[config.mk]
export PLATFORM = sky130hd
export DESIGN_NAME = noc2_out_arb
export DESIGN_NICKNAME = d
export VERILOG_FILES = /design/src/rtl/noc2_out_arb.sv
export SDC_FILE = /design/constraint.sdc
export NUM_CORES = 1
export LEC_CHECK = 0
export CORE_MARGIN = 5
export CORE_UTILIZATION = 28
export DETAILED_ROUTE_END_ITERATION = 6
export GPL_ROUTABILITY_DRIVEN = 0
export PLACE_DENSITY = 0.82
export SLEW_MARGIN = 20
export SYNTH_ARGS = -nofsm -noshare
export SYNTH_HDL_FRONTEND = slang
export SYNTH_SLANG_ARGS = --single-unit
[constraint.sdc]
create_clock -name clk -period 2.8 [get_ports clk]
set_input_delay 0.56 -clock clk [delete_from_list [all_inputs] [get_ports clk]]
set_output_delay 0.56 -clock clk [all_outputs]
set_load 0.05 [all_outputs]
[src/rtl/noc2_out_arb.sv]
// Two-requester, packet-atomic arbiter sharing one NoC2 output channel.
// Define NOC2_ARB_RR_EN for round-robin arbitration; otherwise requester 0 has fixed priority.
module noc2_out_arb #(
  parameter int DATA_WIDTH = 64,
  parameter int LEN_MSB    = 29,
  parameter int LEN_LSB    = 22
) (
  input  logic                  clk,
  input  logic                  rst_n,
  input  logic                  req0_valid,
  input  logic [DATA_WIDTH-1:0] req0_data,
  output logic                  req0_ready,
  input  logic                  req1_valid,
  input  logic [DATA_WIDTH-1:0] req1_data,
  output logic                  req1_ready,
  output logic                  noc2_valid_out,
  output logic [DATA_WIDTH-1:0] noc2_data_out,
  input  logic                  noc2_ready_out,
  output logic                  busy,
  output logic [1:0]            grant
);

  // state | meaning
  // IDLE  | no packet in flight; arbitrate among valid requesters
  // SEND  | header accepted; locked owner streams the remaining flits
  typedef enum logic {IDLE = 1'b0, SEND = 1'b1} state_e;

  localparam int LW = LEN_MSB - LEN_LSB + 1;

  state_e          state_q, state_d;
  logic [LW-1:0]   cnt_q, cnt_d;
  logic            owner_q, owner_d;
  logic            sel0, sel1;
  logic            xfer;
  logic [LW-1:0]   hdr_len;
`ifdef NOC2_ARB_RR_EN
  logic            last_q, last_d;
`endif

  always_comb begin
    sel0 = 1'b0;
    sel1 = 1'b0;
    if (state_q == SEND) begin
      sel0 = ~owner_q;
      sel1 = owner_q;
    end else begin
`ifdef NOC2_ARB_RR_EN
      // last_q names the previous winner; on contention the other one goes
      if (req0_valid && req1_valid) begin
        sel0 = last_q;
        sel1 = ~last_q;
      end else begin
        sel0 = req0_valid;
        sel1 = req1_valid;
      end
`else
      sel0 = req0_valid;
      sel1 = ~req0_valid & req1_valid;
`endif
    end
  end

  always_comb begin
    noc2_valid_out = 1'b0;
    noc2_data_out  = '0;
    if (sel0) begin
      noc2_valid_out = req0_valid;
      noc2_data_out  = req0_data;
    end else if (sel1) begin
      noc2_valid_out = req1_valid;
      noc2_data_out  = req1_data;
    end
  end

  assign req0_ready = sel0 & noc2_ready_out;
  assign req1_ready = sel1 & noc2_ready_out;
  assign grant      = {sel1, sel0};
  assign busy       = (state_q == SEND);
  assign xfer       = noc2_valid_out & noc2_ready_out;
  assign hdr_len    = noc2_data_out[LEN_MSB:LEN_LSB];

  always_comb begin
    state_d = state_q;
    cnt_d   = cnt_q;
    owner_d = owner_q;
`ifdef NOC2_ARB_RR_EN
    last_d  = last_q;
`endif
    case (state_q)
      IDLE: begin
        if (xfer) begin
`ifdef NOC2_ARB_RR_EN
          last_d = sel1;
`endif
          if (hdr_len != '0) begin
            state_d = SEND;
            cnt_d   = hdr_len;
            owner_d = sel1;
          end
        end
      end
      SEND: begin
        if (xfer) begin
          cnt_d = cnt_q - LW'(1);
          if (cnt_q == LW'(1)) state_d = IDLE;
        end
      end
      default: state_d = IDLE;
    endcase
  end

  always_ff @(posedge clk) begin
    if (!rst_n) begin
      state_q <= IDLE;
      cnt_q   <= '0;
      owner_q <= 1'b0;
`ifdef NOC2_ARB_RR_EN
      last_q  <= 1'b1;
`endif
    end else begin
      state_q <= state_d;
      cnt_q   <= cnt_d;
      owner_q <= owner_d;
`ifdef NOC2_ARB_RR_EN
      last_q  <= last_d;
`endif
    end
  end

endmodule

# Yosys cells after proc, flatten, opt, wreduce, memory -nomap -nowiden
# Cells that the tools add are included.
word_totals:
  in_bits: 133
  wordCells: 33
  reg_bits: 10
  out_inout_bits: 70
classes:
  n_bitwise: 7
  add_sub_neg: 1
  eq_ne: 4
  n_mux: 15
  n_reduce_logical: 3
ops:
  columns: ["operator", "count"]
  rows:
  - ["64-bit 2-to-1 mux", 2]
  - ["8-bit 2-to-1 mux", 3]
  - ["8-bit one-hot mux with 2 select lines", 1]
  - ["8-bit by 1-bit equality test with 1-bit output (second input constant)", 1]
  - ["1-bit 2-to-1 mux", 8]
  - ["8-bit nonzero test", 1]
  - ["8-bit by 1-bit subtractor with 8-bit output (second input constant)", 1]
  - ["3-bit AND reduction", 2]
  - ["1-bit bitwise AND", 4]
  - ["2-bit != test (second input constant)", 2]
  - ["1-bit inverter", 3]
  - ["2-bit by 1-bit != test with 1-bit output (second input constant)", 1]
  - ["1-bit one-hot mux with 2 select lines", 1]

# Longest topological paths before layout
logic_depth:
  depth_word: 9
  mapped_depth: 8
  mapped_depth_nobuf: 7

# Worst setup path before layout
# No wires, ideal clock.
synth_timing:
  kind: "reg2out"
  startpoint: "register state_q (netlist: busy)"
  endpoint: "output noc2_data_out[45]"
  required_time_ns: 2.240
  path_stages_with_launch: 7
  path_buffers: 2
  slack_ns: -0.104
  arrival_time_ns: 2.344
  path_cell_list: "dfxtp_1 -> inv_1 -> mux2i_1 -> nor2_1 -> clkbuf_1 -> buf_1 -> a22o_1"
synth_via:
  elab_chain_cells: 3
  word_cells_on_any_way: 4
  cone_classes: "mux: 4"
synth_rtl:
  columns: ["item", "line", "rtl"]
  rows:
  - ["from (decl)", "30", "state_e state_q, state_d;"]
  - ["from (signal assigned)", "121", "state_q <= state_d;"]
  - ["1-bit 2-to-1 mux", "43", "if (state_q == SEND) begin"]
  - ["64-bit 2-to-1 mux", "69", "end else if (sel1) begin"]
  - ["64-bit 2-to-1 mux *", "66", "if (sel0) begin"]
  - ["to (decl)", "17", "output logic [DATA_WIDTH-1:0] noc2_data_out,"]
# Mark *: on every way between the ends. The rest lies on a longest branch, timed or not.

# Worst setup path after layout
layout_timing:
  startpoint: "register state_q (netlist: busy)"
  endpoint: "output noc2_data_out[6]"
# The elaborated chain is that of the path after synthesis.

==> metrics.yaml <==
yosys:
  synth_top_area_share_pct: 27.77
  ys_async_sr_fraction_pct: 0
  synth_seq_area_share_pct: 11.13
  postSynthCellCount: 223
  synth.area.top_cells: "a22o_1, dfxtp_1, mux2i_1"
  ys_seq_elements: 10
  syn_area_um2: 1798
  synth_edf_count: 0
  synth_cell_types: 52
  ys_warn_count: 0
  syn-num-nets: 358
  syn_avg_cell_area_um2: 8.063
  yosysTopAreaCell: "a22o_1"
  ys.flop_type: "dfxtp_1"
routing:
  drt_iter0_drc: 242
  drc: 0
  wl_um: 11540
  vias: 2910
  route.detailed.wl_per_inst_um: 22.95
  ant_nets: 0
  vias_per_cell: 5.785
  dr.pass1.iters: 4
final_layout:
  area_growth_pct: 156.9
  antenna_cells: 0
  final_util_pct: 73.15
  fin_nets: 562
  drive_gt1_share_pct: 26.76
  layout_common_cells: "clkdlybuf4s50_1, buf_12, a22o_1"
  final_common_cell: "clkdlybuf4s50_1"
floorplanning:
  die_h_um: 90.14
  die_x_um: 90.14
  num_rows: 29
  core_area_um2: 6314
  initial_core_util_pct: 28.48
  io_pins: 203
  die_area_um2: 8124
status:
  status: "complete, no violations"
timing:
  setup_tns_ns: 0
  finalCriticalPeriod_ns: 2.567
  fin_crit_sh_pct: 91.68
  rsz0062_at_grt: "no"
  setup_violations: 0
  timing.slew.headroom_pct: 65.50
  slew_violations: 0
  max_freq_mhz: 389.5
  tightest_slew_ns: 0.5044
  hold_violations: 0
  clock_skew_ns: 0.004205
clock_tree:
  worst_skew_pair.late_latency_ns: 0.25
  clk_path_buf_depth: 2
  htreeDepth: 1
  cts_tree: "yes"
  cts-buffers-inserted: 3
  cts-hold-fix-buffers: 0
  clk_pin_slew_ns: 0.06
  clock-sinks: 10
  cts_root_buf: "clkbuf_8"
critical_path:
  crit_required_ns: 2.24
  crit_chain: "buf_4 > nor2_1 > nor2_4 > buf_12 > a22o_1 > buf_12"
  crit_fanout: 34
  crit_type: "register to output port"
  cp_top_family: "buffers and inverters"
  critPathLaunchType: "register"
  critPathBufInv: 3
  crit_top_cell: "buf_12"
  cp-end-kind: "output port"
  slowest_stage: "dfxtp_2"
  arrival_ns: 2.01
  slowest_delay_ns: 0.50
power:
  max-vdd-ir-drop_mv: 0.2939
  p_leak_nw: 1.846
  p_per_area_nw_per_um2: 408.6
  total_power_mw: 1.887
place:
  post-dp-hpwl_um: 9703
  port_buffers: 202
job:
  maxCapViolations: 0
global_route:
  grt_pass1_wl_um: 16700
  antenna_found_initial: 0
  grt_overflow: 0
  grt_max_degree: 59
  grt_pass1_vias: 2990
  grt_use_total_pct: 25.98
min_path:
  hold_path_class: "register to register"
==> final timing paths <==
path | startpoint | to | slack (ns) | depth (start not counted)
worst max register to register | owner_q | cnt_q[6] | 0.49 | 6
worst max-delay path | busy | noc2_data_out[6] | 0.23 | 6
worst min-delay path | cnt_q[5] | cnt_q[5] | 0.59 | 2
worst min register to register | cnt_q[5] | cnt_q[5] | 0.59 | 2
==> layer usage <==
metal / share of wire [%] / GRT usage [%] / up-vias / wire, um
met5: 0 / 0 / - / 0
met3: 9.8 / 9.182 / 50 / 1135
met1: 31 / 24.57 / 1346 / 3574
li1: - / - / 1319 / -
met2: 50 / 44.70 / 195 / 5828
met4: 8.7 / 21.34 / 0 / 1006
==> stage by stage <==
step	area (um2)	setup WS, ns	cells	hold slack, ns
after floorplan	1809	0.01187	223	0.4881
after global placement	4519	0.03243	498	0.5578
after detailed placement	4519	-0.007991	498	0.5483
after CTS	4579	0.01512	502	0.5837
after global routing	4618	0.1714	503	0.6123
final	4618	0.2329	503	0.5938
==> synthesized netlist by cell type, drive strengths merged, types with 2 or more instances <==
library cell  count
clkbuf           13
dfxtp            10
or3               2
nor3              3
nand3             3
o211ai            3
nand2b            2
a211oi            2
a2111oi           2
o311ai            3
inv               4
o31a              2
nor4              4
mux2i            11
a22oi             7
o31ai             3
a21boi            6
buf              12
a21oi            13
and2              2
nand3b            8
or4               4
nand4             5
ha                2
xnor2             2
nor2              7
nand2             8
nor2b             3
a22o             57
o21ai            11
==> what timing repair did <==
| item | CTS | global route |
|---|---|---|
| setup endpoints to repair | 1 | 8 |
| gates cloned | 0 | 1 |
| gates resized for setup | 1 | 4 |
| pin swaps | 0 | 1 |
| buffers inserted | 0 | 0 |
==> power breakdown <==
group | total, mW | switching, mW | internal, mW
sequential | 0.188 | 0.0306 | 0.157
combinational | 1.51 | 0.777 | 0.730
clock | 0.192 | 0.0673 | 0.124
==> state kept, by name, summed over array words and instances, names as in the netlist <==
signal and cells:
busy 1, cnt_q 8, owner_q 1
==> area by class of cell <==
class | instances | area [um2]
inverter | 4 | 15.01
fill | 477 | 1695
tap | 77 | 96.34
sequential | 10 | 201.4
clock buffer | 4 | 55.05
multi-input combinational | 184 | 1484
timing repair buffer | 224 | 2766
==> kinds of logic after synthesis <==
| family | Yosys count | share of synthesized area [%] |
|---|---|---|
| muxes | 11 | 6.124 |
| AOI/OAI and AO/OA | 115 | 51.22 |
| DFF | 10 | 11.13 |
| adders and majority gates | 2 | 1.392 |
| buffers and inverters | 29 | 8.559 |
| xor gates and xnor gates | 2 | 0.9744 |
| and+or+nand+nor | 54 | 20.60 |
==> worst reg2reg max path, cell delays in order, from the launching register on <==
cell and delay (ns):
dfxtp_1 0.56, buf_4 0.25, mux2i_1 0.22, a22oi_2 0.12, or4_4 0.56, o211a_1 0.23, o31a_1 0.26
Power figures use the tool's default switching activity.
